==> config.mk <==
export PLATFORM = sky130hd
export DESIGN_NAME = ipvc_release_gen_flat
export DESIGN_NICKNAME = d
export VERILOG_FILES = /design/src/rtl/ipvc_release_gen_if.sv /design/src/rtl/ipvc_release_gen.sv /design/src/flat_wrapper.sv
export SDC_FILE = /design/constraint.sdc
export NUM_CORES = 1
export LEC_CHECK = 0
export ABC_CLOCK_PERIOD_IN_PS = 5200
export CAP_MARGIN = 20
export CELL_PAD_IN_SITES_DETAIL_PLACEMENT = 2
export CELL_PAD_IN_SITES_GLOBAL_PLACEMENT = 2
export CORE_MARGIN = 2
export CORE_UTILIZATION = 34
export CTS_BUF_LIST = sky130_fd_sc_hd__clkbuf_4 sky130_fd_sc_hd__clkbuf_8
export DETAILED_ROUTE_END_ITERATION = 12
export MAX_ROUTING_LAYER = met4
export PLACE_DENSITY = 0.86
export SLEW_MARGIN = 20
export SYNTH_ARGS = -nofsm -noshare
export SYNTH_HDL_FRONTEND = slang
export SYNTH_SLANG_ARGS = --single-unit
==> constraint.sdc <==
create_clock -name clk -period 5.2 [get_ports clk]
set_input_delay 1.04 -clock clk [delete_from_list [all_inputs] [get_ports clk]]
set_output_delay 1.04 -clock clk [all_outputs]
set_load 0.01 [all_outputs]
==> src/rtl/ipvc_release_gen_if.sv <==
// ipvc_release_gen_if
//   Bundles the per-VC flit events coming from the input buffers and the
//   per-port release/status signals produced by ipvc_release_gen.
//
//   Signal semantics (no valid/ready here; every signal is a level sampled on
//   the rising clock edge, and every event bit is a single-cycle pulse):
//     head_arrive[p*NUM_VCS+v]  head flit written into VC v of input port p
//     tail_depart[p*NUM_VCS+v]  tail flit of VC v on port p left the buffer
//     vc_release[p]             one pulse = one VC freed on the link into port p
//     vc_busy[p*NUM_VCS+v]      VC currently held by a packet
//     pending_cnt[p*CNT_W +: CNT_W]  releases queued for port p, not yet issued
//     proto_err[p]              sticky protocol violation seen on port p
//
//   Modports:
//     master : flit-event source / status observer (input buffers, bench)
//     slave  : the release generator itself
interface ipvc_release_gen_if #(
    parameter int NUM_PORTS = 5,
    parameter int NUM_VCS   = 4
);
    localparam int CNT_W = $clog2(NUM_VCS + 1);

    logic [NUM_PORTS*NUM_VCS-1:0] head_arrive;
    logic [NUM_PORTS*NUM_VCS-1:0] tail_depart;
    logic [NUM_PORTS-1:0]         vc_release;
    logic [NUM_PORTS*NUM_VCS-1:0] vc_busy;
    logic [NUM_PORTS*CNT_W-1:0]   pending_cnt;
    logic [NUM_PORTS-1:0]         proto_err;

    modport master (
        output head_arrive,
        output tail_depart,
        input  vc_release,
        input  vc_busy,
        input  pending_cnt,
        input  proto_err
    );

    modport slave (
        input  head_arrive,
        input  tail_depart,
        output vc_release,
        output vc_busy,
        output pending_cnt,
        output proto_err
    );
endinterface

==> src/rtl/ipvc_release_gen.sv <==
// ipvc_release_gen
//   Tracks occupancy of every input VC of a router and returns VC-release
//   pulses to the upstream router. A VC is claimed by its head flit and freed
//   when its tail flit leaves; each freed VC yields exactly one vc_release
//   pulse on its port. Several VCs freed in the same cycle are queued in a
//   per-port counter and issued one per cycle on consecutive cycles.
//
//   Ports:
//     clk    system clock, all state updates on posedge
//     reset  asynchronous, active-high reset (release synchronised upstream)
//     bus    ipvc_release_gen_if.slave : flit events in, release/status out
//
//   vc_busy is the per-VC FSM state itself (FREE=0 / ACTIVE=1), so it doubles
//   as the state observation port. vc_busy and pending_cnt come straight
//   from registers.
module ipvc_release_gen #(
    parameter  int NUM_PORTS = 5,
    parameter  int NUM_VCS   = 4,
    localparam int CNT_W     = $clog2(NUM_VCS + 1)
) (
    input  logic                    clk,
    input  logic                    reset,
    ipvc_release_gen_if.slave       bus
);
    localparam int NV = NUM_PORTS * NUM_VCS;

    localparam logic [CNT_W:0]   DEP_ONE  = 1;
    localparam logic [CNT_W-1:0] PEND_ONE = 1;

    typedef enum logic {
        VC_FREE   = 1'b0,
        VC_ACTIVE = 1'b1
    } vc_state_e;

    vc_state_e            state_q [NV];
    vc_state_e            state_d [NV];
    logic [CNT_W-1:0]     pend_q  [NUM_PORTS];
    logic [CNT_W-1:0]     pend_d  [NUM_PORTS];
    logic [NUM_PORTS-1:0] rel_q, rel_d;
    logic [NUM_PORTS-1:0] err_q, err_d;

    // ------------------------------------------------------------------
    // State register
    // ------------------------------------------------------------------
    always_ff @(posedge clk or posedge reset) begin
        if (reset) begin
            for (int i = 0; i < NV; i++) begin
                state_q[i] <= VC_FREE;
            end
            for (int p = 0; p < NUM_PORTS; p++) begin
                pend_q[p] <= '0;
            end
            rel_q <= '0;
            err_q <= '0;
        end else begin
            for (int i = 0; i < NV; i++) begin
                state_q[i] <= state_d[i];
            end
            for (int p = 0; p < NUM_PORTS; p++) begin
                pend_q[p] <= pend_d[p];
            end
            rel_q <= rel_d;
            err_q <= err_d;
        end
    end

    // ------------------------------------------------------------------
    // Next state: per-VC FSM plus per-port release serialiser
    // ------------------------------------------------------------------
    always_comb begin
        logic [CNT_W:0] dep;
        logic [CNT_W:0] total;

        dep   = '0;
        total = '0;
        for (int i = 0; i < NV; i++) begin
            state_d[i] = state_q[i];
        end
        for (int p = 0; p < NUM_PORTS; p++) begin
            pend_d[p] = pend_q[p];
        end
        rel_d = '0;
        err_d = err_q;

        for (int p = 0; p < NUM_PORTS; p++) begin
            dep = '0;
            for (int v = 0; v < NUM_VCS; v++) begin
                case (state_q[p*NUM_VCS + v])
                    VC_FREE: begin
                        if (bus.head_arrive[p*NUM_VCS + v]) begin
                            state_d[p*NUM_VCS + v] = VC_ACTIVE;
                        end
                        // A tail on a free VC is bogus, including one that
                        // coincides with the head (a flit cannot leave in its
                        // arrival cycle); it never counts as a release.
                        if (bus.tail_depart[p*NUM_VCS + v]) begin
                            err_d[p] = 1'b1;
                        end
                    end
                    VC_ACTIVE: begin
                        // A second head into a held VC poisons the cycle:
                        // the VC stays held and any same-cycle tail is dropped.
                        if (bus.head_arrive[p*NUM_VCS + v]) begin
                            err_d[p] = 1'b1;
                        end else if (bus.tail_depart[p*NUM_VCS + v]) begin
                            state_d[p*NUM_VCS + v] = VC_FREE;
                            dep = dep + DEP_ONE;
                        end
                    end
                    default: begin
                        state_d[p*NUM_VCS + v] = VC_FREE;
                    end
                endcase
            end

            // Issue one release now if anything is owed, keep the rest queued.
            // total never exceeds NUM_VCS, so dropping the top bit is safe.
            total = {1'b0, pend_q[p]} + dep;
            if (total != '0) begin
                rel_d[p]  = 1'b1;
                pend_d[p] = total[CNT_W-1:0] - PEND_ONE;
            end else begin
                pend_d[p] = '0;
            end
        end
    end

    // ------------------------------------------------------------------
    // Outputs
    // ------------------------------------------------------------------
    for (genvar i = 0; i < NV; i++) begin : g_busy
        assign bus.vc_busy[i] = (state_q[i] == VC_ACTIVE);
    end

    for (genvar p = 0; p < NUM_PORTS; p++) begin : g_pend
        assign bus.pending_cnt[p*CNT_W +: CNT_W] = pend_q[p];
    end

    assign bus.vc_release = rel_q;
    assign bus.proto_err  = err_q;

    // ------------------------------------------------------------------
    // Invariants: only ACTIVE VCs can release, so the queue can never hold
    // NUM_VCS entries, and the VCs the upstream sees as unavailable never
    // exceed the VCs that exist.
    // ------------------------------------------------------------------
    for (genvar p = 0; p < NUM_PORTS; p++) begin : g_chk
        a_pend_max : assert property (@(posedge clk) disable iff (reset)
            int'(pend_q[p]) <= NUM_VCS - 1);
        a_credit_sum : assert property (@(posedge clk) disable iff (reset)
            ($countones(bus.vc_busy[p*NUM_VCS +: NUM_VCS])
             + int'(pend_q[p]) + int'(rel_q[p])) <= NUM_VCS);
    end
endmodule

==> src/flat_wrapper.sv <==
// flat-port wrapper written by rule: the top's interface ports become plain ports
module ipvc_release_gen_flat 
#(
    parameter  int NUM_PORTS = 5,
    parameter  int NUM_VCS   = 4,
    localparam int CNT_W     = $clog2(NUM_VCS + 1)
)
  (clk, reset, bus_head_arrive, bus_tail_depart, bus_vc_release, bus_vc_busy, bus_pending_cnt, bus_proto_err);
  ipvc_release_gen_if #(.NUM_PORTS(NUM_PORTS), .NUM_VCS(NUM_VCS)) bus_i ();
  input  logic clk;
  input  logic reset;
  input wire logic [$bits(bus_i.head_arrive)-1:0] bus_head_arrive;
  input wire logic [$bits(bus_i.tail_depart)-1:0] bus_tail_depart;
  output wire logic [$bits(bus_i.vc_release)-1:0] bus_vc_release;
  output wire logic [$bits(bus_i.vc_busy)-1:0] bus_vc_busy;
  output wire logic [$bits(bus_i.pending_cnt)-1:0] bus_pending_cnt;
  output wire logic [$bits(bus_i.proto_err)-1:0] bus_proto_err;
  assign bus_i.head_arrive = bus_head_arrive;
  assign bus_i.tail_depart = bus_tail_depart;
  assign bus_vc_release = bus_i.vc_release;
  assign bus_vc_busy = bus_i.vc_busy;
  assign bus_pending_cnt = bus_i.pending_cnt;
  assign bus_proto_err = bus_i.proto_err;
  ipvc_release_gen #(.NUM_PORTS(NUM_PORTS), .NUM_VCS(NUM_VCS)) u_core (.clk(clk), .reset(reset), .bus(bus_i));
endmodule
**Word-level counts from Yosys, hierarchy flattened**

Cells that the tools add are included.

- Word-level logic and storage cells: 287
- Register bits after elaboration: 45
- Bits of input ports: 42
- Output and inout bits: 45

- Bitwise logic cells: 20
- Add/subtract/negate cells: 25
- Muxes and demuxes: 210
- Reduce and logical (&&, ||, !) cells: 5

Operators with widths:

| operator | count |
|---|---|
| two-way mux 4 bit | 53 |
| two-way mux 1 bit | 112 |
| one-hot mux 1 bit (2 select lines) | 40 |
| adder 4 x 1 -> 4 bit (second input constant) | 14 |
| adder 3 x 4 -> 4 bit | 5 |
| NOT 1 bit | 20 |
| nonzero test 4 bit | 5 |
| two-way mux 3 bit | 5 |
| subtractor 3 x 1 -> 3 bit (second input constant) | 5 |
| adder 1 x 1 -> 2 bit (second input constant) | 1 |

**Longest topological paths before layout**

Gate-level depths: netlist of the first run.

- Depth in word-level cells: 18
- Gate-level depth with buffers: 14
- Gate-level depth less buffers: 14

**Least setup slack after synthesis of the first run**

OpenSTA, ideal clock, no wires.

- Path kind: input-to-reg
- Start: input port bus_head_arrive[16]
- End: register u_core.rel_q[4] (netlist: u_core.bus.vc_release[4])
- Library setup time: 0.124 ns
- Stages: 12
- Setup slack: 0.969 ns
- Path buffers: 0
- Data required time: 5.076 ns
- Data arrival time: 4.107 ns
- Path through: and3b_4 -> ha_1 -> and3b_1 -> a21o_1 -> ha_1 -> mux2_2 -> ha_1 -> mux2_2 -> fa_1 -> xor2_1 -> or3_1 -> nand2b_1

- Cells in the longest elaborated chain, start to end: 17

RTL lines:

| what | RTL line | source |
|---|---|---|
| from (decl) | flat_wrapper.sv:12 | `input wire logic [$bits(bus_i.head_arrive)-1:0] bus_head_arrive;` |
| two-way mux 4 bit (*) | ipvc_release_gen.sv:103 | `if (bus.head_arrive[p*NUM_VCS + v]) begin` |
| two-way mux 4 bit (*) | ipvc_release_gen.sv:88 | `case (state_q[p*NUM_VCS + v])` |
| adder 4 x 1 -> 4 bit | ipvc_release_gen.sv:107 | `dep = dep + DEP_ONE;` |
| two-way mux 4 bit | ipvc_release_gen.sv:105 | `end else if (bus.tail_depart[p*NUM_VCS + v]) begin` |
| two-way mux 4 bit | ipvc_release_gen.sv:103 |  |
| two-way mux 4 bit (*) | ipvc_release_gen.sv:88 |  |
| adder 4 x 1 -> 4 bit | ipvc_release_gen.sv:107 |  |
| two-way mux 4 bit | ipvc_release_gen.sv:105 |  |
| [... 2 more ...] | -- |  |
| adder 4 x 1 -> 4 bit | ipvc_release_gen.sv:107 |  |
| two-way mux 4 bit | ipvc_release_gen.sv:105 |  |
| two-way mux 4 bit | ipvc_release_gen.sv:103 |  |
| two-way mux 4 bit (*) | ipvc_release_gen.sv:88 |  |
| adder 3 x 4 -> 4 bit (*) | ipvc_release_gen.sv:118 | `total = {1'b0, pend_q[p]} + dep;` |
| nonzero test 4 bit (*) | ipvc_release_gen.sv:119 | `if (total != '0) begin` |
| two-way mux 1 bit (*) | ipvc_release_gen.sv:119 |  |
| net u_core.rel_d[4] | ipvc_release_gen.sv:39 | `logic [NUM_PORTS-1:0] rel_q, rel_d;` |
| to (signal assigned) | ipvc_release_gen.sv:62 | `rel_q <= rel_d;` |
| to (decl) | ipvc_release_gen.sv:39 |  |

The timed path passes the listed nets; every way through them passes the cells marked *.

==> results of run 1 <==
## state kept, by name, indices dropped and copies added, names as in the netlist
register and flops:
u_core.bus.vc_release 5, u_core.bus.vc_busy 20, u_core.bus.proto_err 5, u_core.bus.pending_cnt 15
## metal layers
metal	vias to the layer above	share of wire, %
met5	-	0
met4	0	0.95
met3	9	2.6
met2	54	57
met1	1360	40
li1	1289	-
## path summary, 6_finish.rpt
path                                              startpoint                             endpoint  slack (ns)
max                                       bus_head_arrive[4]  u_core.bus.pending_cnt[5]$_DFF_PP0_        0.50
min                        u_core.bus.proto_err[4]$_DFF_PP0_    u_core.bus.proto_err[4]$_DFF_PP0_        0.48
max reg2reg                  u_core.bus.vc_busy[4]$_DFF_PP0_  u_core.bus.pending_cnt[5]$_DFF_PP0_        1.34
min reg2reg                u_core.bus.proto_err[4]$_DFF_PP0_    u_core.bus.proto_err[4]$_DFF_PP0_        0.48
max in group asynchronous                              reset      u_core.bus.vc_busy[7]$_DFF_PP0_        3.49
min in group asynchronous                              reset      u_core.bus.vc_busy[3]$_DFF_PP0_        1.20
## kinds of logic after synthesis
family	count (synthesis)	synth area share, %
simple gates	80	16.72
compound gates	68	15.74
flops	45	33.66
fa+ha+maj	35	14.21
xor+xnor	29	8.714
buf+inv	27	3.029
mux	24	7.928
## worst max-delay path: stages
cell and delay, ns:
sky130_fd_sc_hd__clkdlybuf4s50_1 0.53, sky130_fd_sc_hd__and3b_1 0.23, sky130_fd_sc_hd__ha_1 0.31, sky130_fd_sc_hd__mux2i_4 0.26, sky130_fd_sc_hd__inv_2 0.09, sky130_fd_sc_hd__ha_1 0.31, sky130_fd_sc_hd__mux2_2 0.29, sky130_fd_sc_hd__ha_1 0.29
sky130_fd_sc_hd__mux2_2 0.31, sky130_fd_sc_hd__fa_1 0.41, sky130_fd_sc_hd__xor2_1 0.22, sky130_fd_sc_hd__nor3_1 0.33, sky130_fd_sc_hd__nand2_1 0.12, sky130_fd_sc_hd__o211ai_1 0.17
## power by group
group | internal (W) | total [W] | switching [W]
Clock | 0.000191 | 0.000325 | 0.000134
Sequential | 0.000424 | 0.000486 | 0.0000617
Combinational | 0.000345 | 0.000681 | 0.000336
## final cells by class
type	instances	area (sq um)	share of cell area [%]
multi-input combinational	236	2118	46.99
inverter	27	102.6	2.276
clock buffer	5	68.82	1.527
sequential	45	1126	24.98
timing repair buffer	86	860.8	19.10
tap	133	166.4	3.691
clock inverter	3	65.06	1.443
## through the flow
stage | power [W] | cells | setup slack [ns] | instance area, sq um
floorplan | 0.0008749 | 308 | 0.9686 | 3346
global placement | 0.001127 | 527 | 0.3634 | 4373
detailed placement | 0.001177 | 527 | 0.2041 | 4373
CTS | 0.001521 | 535 | 0.4737 | 4507
global route | 0.001605 | 535 | 0.2820 | 4508
finish | 0.001492 | 535 | 0.4967 | 4508
## cells in the final DEF, fill, tap and decap left out, drive strengths merged, types with 12 or more instances in the layout
cell type and n:
a21oi 18, mux2i 14, inv 26, xor2 18
a21o 30, clkdlybuf4s50 86, dfrtp 45, ha 30
nor2 14, nand4b 12
==> reports/qor.tcl, run 1 <==
set qor(seq_area_frac_synth_pct) 33.66
set qor(crit_type) {input pin to flip-flop}
set qor(htree_levels) 2
set qor(cts_inserted_buffers) 5
set qor(post_route_cells_drive_above_1_share_pct) 11.19
set qor(status) {finished, final reports clean}
set qor(synth_cells) 308
set qor(drt-vias-per-instance) 5.069
set qor(die_x_extent_microns) 103.2
set qor(num_vias) 2712
set qor(timing.critical_path.from_type) {input pin}
set qor(initial_core_util_pct) 34.55
set qor(met1_usage_pct) 20.32
set qor(layout.core_utilization_pct) 46.55
set qor(cts_buffer_depth) 2
set qor(timing.final.max_slew_violations) 0
set qor(totalNegativeSetupSlack_ns) 0
set qor(fin_skew_ns) 0.005720
set qor(cts.repair_timing.setup_buffer_count) 0
set qor(ys_top_cells_by_area) {sky130_fd_sc_hd__dfrtp_1 34%, sky130_fd_sc_hd__ha_1 11%, sky130_fd_sc_hd__a21o_1 6.1%}
set qor(nNetsFinal) 478
set qor(num_rows) 36
set qor(timing.max_cap.violations) 0
set qor(initialDrtViolationCount) 63
set qor(maxClockFrequency_ghz) 0.2126
set qor(synth_seq_cells) 45
set qor(num-fill-cells) 1030
set qor(yosys_synthesis_warning_count) 0
set qor(crit_required_ns) 5.42
set qor(critical_path_peak_fanout) 7
set qor(synthMostInstantiatedCell) {sky130_fd_sc_hd__dfrtp_1}
set qor(io-pin-count) 87
set qor(synth_area_per_cell_sq_um) 10.86
set qor(dp_hpwl_microns) 7460
set qor(clkSlewWorstSetupHoldPaths_ns) 0.09
set qor(setup_viol) 0
set qor(synth_enable_flop_cells) 0
set qor(antenna_found_initial) 0
set qor(final-hold-violation-count) 0
set qor(clock-root-buffer) {sky130_fd_sc_hd__clkbuf_8}
set qor(synth_top_area_cell) {sky130_fd_sc_hd__dfrtp_1}
set qor(grt_overflow_total) 0
set qor(grt_first_pass_wirelength_microns) 15140
set qor(rsz0062_at_grt) {no}
set qor(area_delta_synth_final_pct) 34.74
set qor(drc_errors) 0
set qor(globalRouteTotalUtil_pct) 18.70
set qor(global_route.peak_usage_layer) {met2}
set qor(timing.final.crit_period_ns) 4.703
set qor(postSynth.asyncResetShare_pct) 100.0
set qor(cts_hold_buffers) 0
set qor(wirelength_microns) 9230
set qor(met3_usage_pct) 2.285
set qor(cts_tree) {built}
set qor(core_footprint_sq_um) 9684
set qor(p_leak_nw) 2.130
set qor(cell_types_with_the_highest_counts_after_synthesis) {45 x sky130_fd_sc_hd__dfrtp_1, 30 x sky130_fd_sc_hd__ha_1, 27 x sky130_fd_sc_hd__a21o_1, 26 x sky130_fd_sc_hd__inv_1, 18 x sky130_fd_sc_hd__a21oi_1}
set qor(timing.reg2reg.worst_path_depth) 13
set qor(post_synthesis_net_count) 385
set qor(diodes) 0
set qor(grt_pass1_vias) 3144
set qor(vdd_ir_drop_max_mv) 0.1546
set qor(mappedNetlistArea_sq_um) 3346
set qor(timing_worst_slew_pin_value_ns) 0.8506
set qor(powerDensity_nw_per_um2) 331.0
set qor(cts_resized) 0
set qor(cts_sinks) 45
set qor(gp_congestion) 0.8948
set qor(max_slew_margin_pct) 43.23
set qor(top_area_cell_type_share_of_the_netlist_area_pct) 33.66
set qor(timing.critical_path.to_type) {flip-flop}
set qor(holdPathStages) 1
set qor(met2_usage_pct) 36.66
set qor(buffers_added_on_ports) 86
set qor(hp-class) {flip-flop to flip-flop}
set qor(die_h_microns) 103.2
set qor(synthFlopType) {sky130_fd_sc_hd__dfrtp_1}
set qor(post-route-period-util_pct) 90.45
set qor(synth.lib_cells_used.distinct) 39
set qor(grt_start_max_net_pins) 46
set qor(postRouteAntennaNets) 0
set qor(worst-endpoint-arrival_ns) 4.93
set qor(dr.pass1.iters) 4
set qor(wire_per_inst_microns) 17.25
set qor(holdWs_ns) 0.4831
set qor(clock_insertion_delay_worst_skew_ns) 0.31
set qor(dieArea_sq_um) 10650
Power figures use the tool's default switching activity.
==> run 2, diff against run 1 <==
--- a/config.mk
+++ b/config.mk
@@ -5,16 +5,17 @@
 export SDC_FILE = /design/constraint.sdc
 export NUM_CORES = 1
 export LEC_CHECK = 0
+export ABC_AREA = 1
 export ABC_CLOCK_PERIOD_IN_PS = 5200
-export CAP_MARGIN = 20
+export CAP_MARGIN = 10
 export CELL_PAD_IN_SITES_DETAIL_PLACEMENT = 2
 export CELL_PAD_IN_SITES_GLOBAL_PLACEMENT = 2
 export CORE_MARGIN = 2
-export CORE_UTILIZATION = 34
+export CORE_UTILIZATION = 31
 export CTS_BUF_LIST = sky130_fd_sc_hd__clkbuf_4 sky130_fd_sc_hd__clkbuf_8
 export DETAILED_ROUTE_END_ITERATION = 12
 export MAX_ROUTING_LAYER = met4
-export PLACE_DENSITY = 0.86
+export PLACE_DENSITY = 0.88
 export SLEW_MARGIN = 20
 export SYNTH_ARGS = -nofsm -noshare
 export SYNTH_HDL_FRONTEND = slang
==> run 2 against run 1 <==
  * First-iteration DRC count fell by 22%
  * Clock power decreased by 27%
  * Non-clock buffer count unchanged
  * Hold slack improved by 0.026 ns
  * Via count grew 19%
  * Die area increased by 9.8%
  * Cell area shrank 0.39%
==> reports/qor.tcl, run 2 <==
set qor(die_x_extent_microns) 108.2 ;# was 103.2 microns
set qor(highest_layer) {met4} ;# unchanged
set qor(synth_area_per_cell_sq_um) 7.767 ;# was 10.86 sq um
set qor(io-pin-count) 87 ;# unchanged
set qor(critical_path_peak_fanout) 4 ;# was 7
set qor(final_area_sq_um) 4491 ;# was 4508 sq um
set qor(totalNegativeSetupSlack_ns) 0 ;# unchanged
set qor(m1_wl_microns) 3622 ;# was 3652 microns
set qor(final-hold-violation-count) 0 ;# unchanged
set qor(post-route-period-util_pct) 78.07 ;# was 90.45%
set qor(grt_start_max_net_pins) 46 ;# unchanged
set qor(numPlacedInstances) 659 ;# was 527
set qor(timing.critical_path.from_type) {input pin} ;# unchanged
set qor(buffers_added_on_ports) 86 ;# unchanged
set qor(num-fill-cells) 1260 ;# was 1030
set qor(ys_top_cells_by_area) {sky130_fd_sc_hd__dfrtp_1 33%, sky130_fd_sc_hd__ha_1 11%, sky130_fd_sc_hd__nand2_1 11%} ;# was sky130_fd_sc_hd__dfrtp_1 34%, sky130_fd_sc_hd__ha_1 11%, sky130_fd_sc_hd__a21o_1 6.1%
set qor(postSynth.asyncResetShare_pct) 100.0 ;# unchanged
set qor(synth_seq_cells) 45 ;# unchanged
set qor(post_synthesis_net_count) 510 ;# was 385
set qor(path_cells) {clkdlybuf4s50_1 -> nand2_1 -> nor2_2 -> ha_1 -> nand2_1 -> nand2_1 -> ha_1 -> inv_1 -> o21ai_0 -> ha_1 -> nand2_1 -> nand2_1 -> fa_1 -> xnor2_1 -> nand3_2 -> nand2_1 -> inv_1} ;# was clkdlybuf4s50_1 -> and3b_1 -> ha_1 -> mux2i_4 -> inv_2 -> ha_1 -> mux2_2 -> ha_1 -> mux2_2 -> fa_1 -> xor2_1 -> nor3_1 -> nand2_1 -> o211ai_1
set qor(dp_hpwl_microns) 8167 ;# was 7460 microns
set qor(mostFrequentLayoutCell) {sky130_fd_sc_hd__nand2_1} ;# was sky130_fd_sc_hd__clkdlybuf4s50_1
set qor(synthFlopType) {sky130_fd_sc_hd__dfrtp_1} ;# unchanged
set qor(largest_register_ff_count) 20 ;# unchanged
set qor(clock-root-buffer) {sky130_fd_sc_hd__clkbuf_8} ;# unchanged
set qor(timing.reg2reg.worst_path_depth) 16 ;# was 13
set qor(num_vias) 3230 ;# was 2712
set qor(hold_path_end) {u_core.bus.proto_err[4]$_DFF_PP0_} ;# unchanged
set qor(grt_pass1_vias) 3647 ;# was 3144
set qor(status) {finished, final reports clean} ;# unchanged
set qor(timing.final.crit_period_ns) 4.059 ;# was 4.703 ns
set qor(globalRouteTotalUtil_pct) 18.15 ;# was 18.70%
set qor(cts_resized) 0 ;# unchanged
set qor(cts_sinks) 45 ;# unchanged
set qor(post_route_cells_drive_above_1_share_pct) 10.84 ;# was 11.19%
set qor(critical_path.most_common_cell) {sky130_fd_sc_hd__nand2_1} ;# was sky130_fd_sc_hd__ha_1
set qor(diodes) 0 ;# unchanged
set qor(clkSlewWorstSetupHoldPaths_ns) 0.08 ;# was 0.09 ns
set qor(vdd_ir_drop_max_mv) 0.1719 ;# was 0.1546 mV
set qor(timing.final.max_slew_violations) 0 ;# unchanged
set qor(drt-vias-per-instance) 4.850 ;# was 5.069
set qor(worst-endpoint-arrival_ns) 4.26 ;# was 4.93 ns
set qor(dieArea_sq_um) 11700 ;# was 10650 sq um
set qor(wl_met3_microns) 281 ;# was 238 microns
set qor(timing.critical_path.to_type) {flip-flop} ;# unchanged
set qor(htree_levels) 2 ;# unchanged
set qor(cts_inserted_buffers) 5 ;# unchanged
set qor(p_leak_nw) 2.326 ;# was 2.130 nW
set qor(num_rows) 38 ;# was 36
set qor(area_delta_synth_final_pct) 33.52 ;# was 34.74%
set qor(cts_hold_buffers) 0 ;# unchanged
set qor(max_slew_margin_pct) 42.18 ;# was 43.23%
set qor(seq_area_frac_synth_pct) 33.48 ;# was 33.66%
set qor(synth_enable_flop_cells) 0 ;# unchanged
set qor(cell_types_with_the_highest_counts_after_synthesis) {98 x sky130_fd_sc_hd__nand2_1, 84 x sky130_fd_sc_hd__inv_1, 45 x sky130_fd_sc_hd__dfrtp_1, 33 x sky130_fd_sc_hd__o21ai_0, 30 x sky130_fd_sc_hd__ha_1} ;# was 45 x sky130_fd_sc_hd__dfrtp_1, 30 x sky130_fd_sc_hd__ha_1, 27 x sky130_fd_sc_hd__a21o_1, 26 x sky130_fd_sc_hd__inv_1, 18 x sky130_fd_sc_hd__a21oi_1
set qor(fin_skew_ns) 0.009952 ;# was 0.005720 ns
set qor(dr.pass1.iters) 4 ;# unchanged
set qor(synth.lib_cells_used.distinct) 27 ;# was 39
set qor(initialDrtViolationCount) 49 ;# was 63
set qor(top_area_cell_type_share_of_the_netlist_area_pct) 33.48 ;# was 33.66%
set qor(cts_tree) {built} ;# unchanged
set qor(cts.repair_timing.setup_buffer_count) 0 ;# unchanged
set qor(initial_core_util_pct) 31.44 ;# was 34.55%
set qor(worst_hold_startpoint) {u_core.bus.proto_err[4]$_DFF_PP0_} ;# unchanged
set qor(wirelength_microns) 9765 ;# was 9230 microns
set qor(crit_slowest_cell) {sky130_fd_sc_hd__clkdlybuf4s50_1} ;# unchanged
set qor(worst_path_largest_cell_delay_ns) 0.53 ;# about the same
set qor(dpl_cell_area_sq_um) 4399 ;# was 4373 sq um
set qor(clock_insertion_delay_worst_skew_ns) 0.31 ;# about the same
set qor(crit_buf_inv) 3 ;# was 2
set qor(crit_type) {input pin to flip-flop} ;# unchanged
set qor(powerDensity_nw_per_um2) 325.7 ;# was 331.0 nW/um^2
set qor(grt_first_pass_wirelength_microns) 16450 ;# was 15140 microns
set qor(synth_cells) 433 ;# was 308
set qor(wl_met2_microns) 5699 ;# was 5251 microns
set qor(crit_required_ns) 5.40 ;# was 5.42 ns
set qor(maxClockFrequency_ghz) 0.2463 ;# was 0.2126 GHz
set qor(drc_errors) 0 ;# unchanged
set qor(wire_per_inst_microns) 14.66 ;# was 17.25 microns
set qor(regToRegSetupSlack_ns) 2.00 ;# was 1.34 ns
set qor(setup_viol) 0 ;# unchanged
set qor(postRouteAntennaNets) 0 ;# unchanged
set qor(timing_worst_slew_pin_value_ns) 0.8663 ;# was 0.8506 ns
set qor(cts_buffer_depth) 2 ;# unchanged
set qor(mappedNetlistArea_sq_um) 3363 ;# was 3346 sq um
set qor(rsz0062_at_grt) {no} ;# unchanged
set qor(grt_overflow_total) 0 ;# unchanged
set qor(rr_startpoint) {u_core.bus.vc_busy[0]$_DFF_PP0_} ;# was u_core.bus.vc_busy[4]$_DFF_PP0_
set qor(antenna_found_initial) 0 ;# unchanged
set qor(gp_congestion) 0.7845 ;# was 0.8948
set qor(critPathTopFamily) {adder cells} ;# unchanged
set qor(holdPathStages) 2 ;# was 1
set qor(yosys_synthesis_warning_count) 0 ;# unchanged
set qor(synthMostInstantiatedCell) {sky130_fd_sc_hd__nand2_1} ;# was sky130_fd_sc_hd__dfrtp_1
set qor(timing.max_cap.violations) 0 ;# unchanged
set qor(nNetsFinal) 603 ;# was 478
set qor(die_h_microns) 108.2 ;# was 103.2 microns
set qor(final_cells) 666 ;# was 535
set qor(rr_endpoint) {u_core.bus.pending_cnt[0]$_DFF_PP0_} ;# was u_core.bus.pending_cnt[5]$_DFF_PP0_
set qor(layout.cells.most_common_list) {98 x sky130_fd_sc_hd__nand2_1, 86 x sky130_fd_sc_hd__clkdlybuf4s50_1, 83 x sky130_fd_sc_hd__inv_1} ;# was 86 x sky130_fd_sc_hd__clkdlybuf4s50_1, 45 x sky130_fd_sc_hd__dfrtp_1, 30 x sky130_fd_sc_hd__ha_1
set qor(hp-class) {flip-flop to flip-flop} ;# unchanged
set qor(holdWs_ns) 0.5087 ;# was 0.4831 ns
set qor(core_footprint_sq_um) 10700 ;# was 9684 sq um
set qor(synth_top_area_cell) {sky130_fd_sc_hd__dfrtp_1} ;# unchanged
## run 2: report_power, final
part / switching, W / total [W] / internal [W] / leakage [nW]
Clock: 0.000126 / 0.000237 / 0.000111 / 0.0477
Combinational: 0.000394 / 0.000733 / 0.000340 / 1.77
Sequential: 0.0000595 / 0.000492 / 0.000433 / 0.505
## run 2: cell families after synthesis
family | count (synthesis) | synth area share (%)
buffers and inverters | 87 | 9.747
adders and majority gates | 35 | 14.14
xor gates and xnor gates | 15 | 3.906
DFF | 45 | 33.48
muxes | 1 | 0.3348
AOI/OAI and AO/OA | 54 | 9.078
and+or+nand+nor | 196 | 29.32
## run 2: area by class of cell
| cell class | count | area (sq um) | share of cell area (%) |
|---|---|---|---|
| clock buffers | 7 | 90.09 | 2.006 |
| inverters | 87 | 329.1 | 7.328 |
| multi-input cells | 301 | 1909 | 42.52 |
| flip-flops and latches | 45 | 1126 | 25.08 |
| well taps | 140 | 175.2 | 3.901 |
| repair buffers | 86 | 860.8 | 19.17 |
## run 2: worst max-delay path by stage
| stage | slack [ns] | to | depth (start not counted) | startpoint |
|---|---|---|---|---|
| final | 1.14 | u_core.bus.pending_cnt[0]$_DFF_PP0_ | 17 | bus_tail_depart[0] |
| after global routing | 0.86 | u_core.bus.pending_cnt[0]$_DFF_PP0_ | 17 | bus_tail_depart[0] |
| after CTS | 1.09 | u_core.bus.pending_cnt[8]$_DFF_PP0_ | 16 | bus_tail_depart[8] |
| after detailed placement | 0.78 | u_core.bus.pending_cnt[8]$_DFF_PP0_ | 16 | bus_tail_depart[8] |
| after global placement | 0.93 | u_core.bus.pending_cnt[0]$_DFF_PP0_ | 17 | bus_tail_depart[0] |
| after floorplan | 1.62 | u_core.bus.pending_cnt[4]$_DFF_PP0_ | 18 | bus_tail_depart[4] |
## run 2: layer usage
layer,track usage (%),vias up
li1,-,1563
met1,17.70,1602
met2,36.43,50
met3,2.592,15
met4,5.586,0
met5,-,-
## run 2: metrics by stage
step | setup WS [ns] | power (W) | utilization (%)
after floorplan | 1.623 | 0.0009196 | -
after global placement | 0.9326 | 0.001191 | 41.12
after detailed placement | 0.7782 | 0.001246 | 41.12
after CTS | 1.091 | 0.001500 | 41.96
after global routing | 0.8554 | 0.001601 | 41.98
final | 1.141 | 0.001462 | 41.98
## run 2: worst min-delay path: cells and delay by family (launching register included)
kind	cells	cell delay, ns
compound gates	1	0.06
flops	1	0.36
simple gates	1	0.06
==> run 3, diff against run 2 <==
--- a/config.mk
+++ b/config.mk
@@ -6,16 +6,16 @@
 export NUM_CORES = 1
 export LEC_CHECK = 0
 export ABC_AREA = 1
-export ABC_CLOCK_PERIOD_IN_PS = 5200
+export ABC_CLOCK_PERIOD_IN_PS = 3700
 export CAP_MARGIN = 10
 export CELL_PAD_IN_SITES_DETAIL_PLACEMENT = 2
 export CELL_PAD_IN_SITES_GLOBAL_PLACEMENT = 2
 export CORE_MARGIN = 2
-export CORE_UTILIZATION = 31
+export CORE_UTILIZATION = 26
 export CTS_BUF_LIST = sky130_fd_sc_hd__clkbuf_4 sky130_fd_sc_hd__clkbuf_8
 export DETAILED_ROUTE_END_ITERATION = 12
 export MAX_ROUTING_LAYER = met4
-export PLACE_DENSITY = 0.88
+export PLACE_DENSITY = 0.78
 export SLEW_MARGIN = 20
 export SYNTH_ARGS = -nofsm -noshare
 export SYNTH_HDL_FRONTEND = slang
==> constraint.sdc (replaced) <==
create_clock -name clk -period 3.7 [get_ports clk]
set_input_delay 0.74 -clock clk [delete_from_list [all_inputs] [get_ports clk]]
set_output_delay 0.74 -clock clk [all_outputs]
set_load 0.01 [all_outputs]
==> run 3 against run 2 <==
  * Die area rose by 18%
  * Cell count rose by 9.5%
  * Clock skew fell by 0.0044 ns
  * Cell area rose by 7.7%
  * Power rose by 58%
  * Count of clock-buffer cells in the layout shrank 2
  * Sequential power is 41% higher
  * Register-to-register slack got worse by 1.4 ns
  * Core utilization down 3.7 points
  * First-iteration DRC count shrank 8.2%
  * Combinational power up 57%
  * Critical endpoint is now u_core.bus.pending_cnt[14]$_DFF_PP0_
  * Highest routed layer unchanged
==> reports/qor.tcl, run 3 (synthesized netlist as in run 2, its figures left out) <==
set qor(status) {finished, final reports clean} ;# unchanged
set qor(critical_path_peak_fanout) 4 ;# unchanged
set qor(timing.final.max_slew_violations) 0 ;# unchanged
set qor(worst-endpoint-arrival_ns) 3.72 ;# was 4.26 ns
set qor(rr_endpoint) {u_core.bus.pending_cnt[3]$_DFF_PP0_} ;# was u_core.bus.pending_cnt[0]$_DFF_PP0_
set qor(die_h_microns) 117.7 ;# was 108.2 microns
set qor(die_x_extent_microns) 117.7 ;# was 108.2 microns
set qor(met1_usage_pct) 18.14 ;# was 17.70%
set qor(wirelength_microns) 10430 ;# was 9765 microns
set qor(globalRouteTotalUtil_pct) 16.29 ;# was 18.15%
set qor(final_cells) 729 ;# was 666
set qor(grt_start_max_net_pins) 46 ;# unchanged
set qor(worst_hold_startpoint) {u_core.bus.proto_err[4]$_DFF_PP0_} ;# unchanged
set qor(holdPathStages) 2 ;# unchanged
set qor(grt_overflow_total) 0 ;# unchanged
set qor(timing.critical_path.to_type) {flip-flop} ;# unchanged
set qor(diodes) 0 ;# unchanged
set qor(cts_tree) {built} ;# unchanged
set qor(regToRegSetupSlack_ns) 0.62 ;# was 2.00 ns
set qor(largest_register_ff_count) 20 ;# unchanged
set qor(mostFrequentLayoutCell) {sky130_fd_sc_hd__nand2_1} ;# unchanged
set qor(io-pin-count) 87 ;# unchanged
set qor(setup_ws_ns) 0.1960 ;# was 1.141 ns
set qor(met3_usage_pct) 3.101 ;# was 2.592%
set qor(area_delta_synth_final_pct) 43.75 ;# was 33.52%
set qor(timing.final.crit_period_ns) 3.504
set qor(timing_worst_slew_pin_value_ns) 0.8935 ;# was 0.8663 ns
set qor(dpl_cell_area_sq_um) 4657 ;# was 4399 sq um
set qor(wire_per_inst_microns) 14.30 ;# was 14.66 microns
set qor(cts_buffer_depth) 2 ;# unchanged
set qor(powerDensity_nw_per_um2) 478.9 ;# was 325.7 nW/um^2
set qor(postRouteAntennaNets) 0 ;# unchanged
set qor(hp-class) {flip-flop to flip-flop} ;# unchanged
set qor(maxClockFrequency_ghz) 0.2854
set qor(numPlacedInstances) 720 ;# was 659
set qor(global_route.peak_usage_layer) {met2} ;# unchanged
set qor(dpl_worst_slack_ns) -0.3580 ;# was 0.7782 ns
set qor(fin_skew_ns) 0.005515 ;# was 0.009952 ns
set qor(cts_inserted_buffers) 5 ;# unchanged
set qor(seqCellArea_sq_um) 1126 ;# unchanged
set qor(clock-root-buffer) {sky130_fd_sc_hd__clkbuf_8} ;# unchanged
set qor(timing.critical_path.from_type) {input pin} ;# unchanged
set qor(crit_type) {input pin to flip-flop} ;# unchanged
set qor(cts_sinks) 45 ;# unchanged
set qor(htree_levels) 2 ;# unchanged
set qor(hold_path_end) {u_core.bus.proto_err[4]$_DFF_PP0_} ;# unchanged
set qor(initialDrtViolationCount) 45 ;# was 49
set qor(multiInputGateArea_sq_um) 1939 ;# was 1909 sq um
set qor(cts_hold_buffers) 0 ;# unchanged
set qor(antenna_found_initial) 0 ;# unchanged
set qor(holdWs_ns) 0.5136 ;# was 0.5087 ns
set qor(num_rows) 41 ;# was 38
set qor(p_leak_nw) 2.518 ;# was 2.326 nW
set qor(vdd_ir_drop_max_mv) 0.2053 ;# was 0.1719 mV
set qor(dieArea_sq_um) 13860 ;# was 11700 sq um
set qor(num-fill-cells) 1465 ;# was 1260
set qor(post_route_cells_drive_above_1_share_pct) 17.41 ;# was 10.84%
set qor(clock_insertion_delay_worst_skew_ns) 0.32 ;# was 0.31 ns
set qor(timing.max_cap.violations) 0 ;# unchanged
set qor(final_area_sq_um) 4835 ;# was 4491 sq um
set qor(post-route-period-util_pct) 94.70
set qor(layout.cells.most_common_list) {98 x sky130_fd_sc_hd__nand2_1, 84 x sky130_fd_sc_hd__clkdlybuf4s50_1, 83 x sky130_fd_sc_hd__inv_1} ;# was 98 x sky130_fd_sc_hd__nand2_1, 86 x sky130_fd_sc_hd__clkdlybuf4s50_1, 83 x sky130_fd_sc_hd__inv_1
set qor(drt-vias-per-instance) 4.527 ;# was 4.850
set qor(clkSlewWorstSetupHoldPaths_ns) 0.10 ;# was 0.08 ns
set qor(nNetsFinal) 633 ;# was 603
set qor(final-hold-violation-count) 0 ;# unchanged
set qor(max_slew_margin_pct) 40.36 ;# was 42.18%
set qor(dr.pass1.iters) 4 ;# unchanged
set qor(crit_required_ns) 3.92 ;# was 5.40 ns
set qor(core_footprint_sq_um) 12620 ;# was 10700 sq um
set qor(timing.reg2reg.worst_path_depth) 18 ;# was 16
set qor(buffers_added_on_ports) 86 ;# unchanged
set qor(grt_pass1_vias) 3764 ;# was 3647
set qor(dp_hpwl_microns) 8609 ;# was 8167 microns
set qor(drc_errors) 0 ;# unchanged
set qor(rr_startpoint) {u_core.bus.vc_busy[4]$_DFF_PP0_} ;# was u_core.bus.vc_busy[0]$_DFF_PP0_
set qor(gp_congestion) 0.7781 ;# was 0.7845
set qor(met2_usage_pct) 29.94 ;# was 36.43%
set qor(setup_viol) 0 ;# unchanged
set qor(initial_core_util_pct) 26.65 ;# was 31.44%
set qor(grt_first_pass_wirelength_microns) 17960 ;# was 16450 microns
set qor(num_vias) 3300 ;# was 3230
## run 3: report_power, final
| group | leakage (nW) | internal [W] | total, W | switching (W) |
|---|---|---|---|---|
| logic | 1.95 | 0.000561 | 0.00115 | 0.000585 |
| clock network | 0.0681 | 0.000269 | 0.000475 | 0.000206 |
| registers | 0.505 | 0.000608 | 0.000694 | 0.0000858 |
## run 3: worst max-delay path by stage
stage | cells after the start | startpoint | endpoint
4_1_cts | 17 | bus_tail_depart[8] | u_core.bus.pending_cnt[6]$_DFF_PP0_
3_5_place_dp | 19 | bus_tail_depart[4] | u_core.bus.pending_cnt[3]$_DFF_PP0_
2_1_floorplan | 18 | bus_tail_depart[4] | u_core.bus.pending_cnt[4]$_DFF_PP0_
3_3_place_gp | 16 | bus_tail_depart[8] | u_core.bus.pending_cnt[8]$_DFF_PP0_
5_1_grt | 20 | bus_tail_depart[16] | u_core.bus.pending_cnt[13]$_DFF_PP0_
6_report | 17 | bus_tail_depart[16] | u_core.bus.pending_cnt[14]$_DFF_PP0_
## run 3: final cells by class
class | instances | area share (%)
flip-flops and latches | 45 | 23.29
clock buffers | 5 | 1.423
repair buffers | 116 | 22.57
inverters | 87 | 6.806
multi-input cells | 301 | 40.11
well taps | 172 | 4.451
clock inverters | 3 | 1.346
## run 3: timing repair
item | CTS | global route
pin swaps | 0 | 5
setup buffers | 0 | 1
endpoints found under the setup margin | 3 | 19
gates resized for setup | 2 | 14
## run 3: worst max-delay path: stages
cell                              delay, ns
sky130_fd_sc_hd__clkdlybuf4s50_1       0.51
sky130_fd_sc_hd__nand2_2               0.08
sky130_fd_sc_hd__nor2_4                0.10
sky130_fd_sc_hd__ha_1                  0.25
sky130_fd_sc_hd__nand2_1               0.09
sky130_fd_sc_hd__nand2_1               0.06
sky130_fd_sc_hd__ha_1                  0.27
sky130_fd_sc_hd__inv_1                 0.06
sky130_fd_sc_hd__o21ai_1               0.21
sky130_fd_sc_hd__ha_1                  0.27
sky130_fd_sc_hd__nand2_1               0.06
sky130_fd_sc_hd__nand2_1               0.09
sky130_fd_sc_hd__fa_1                  0.43
sky130_fd_sc_hd__xnor2_1               0.18
sky130_fd_sc_hd__buf_4                 0.15
sky130_fd_sc_hd__nor2_1                0.04
sky130_fd_sc_hd__o21bai_1              0.14
## run 3: per-stage QoR
| stage | setup TNS [ns] | total power (W) | utilization, % |
|---|---|---|---|
| after floorplan | 0 | 0.001292 | - |
| after global placement | -1.882 | 0.001755 | 36.90 |
| after detailed placement | -5.236 | 0.001836 | 36.90 |
| after CTS | 0 | 0.002339 | 38.01 |
| after global routing | -0.008613 | 0.002516 | 38.31 |
| final | 0 | 0.002315 | 38.31 |
## run 3: layer usage
layer	wire length, microns	up-vias
met2	5632	49
met3	275	10
met1	4382	1621
met5	0	-
li1	-	1620
met4	136	0
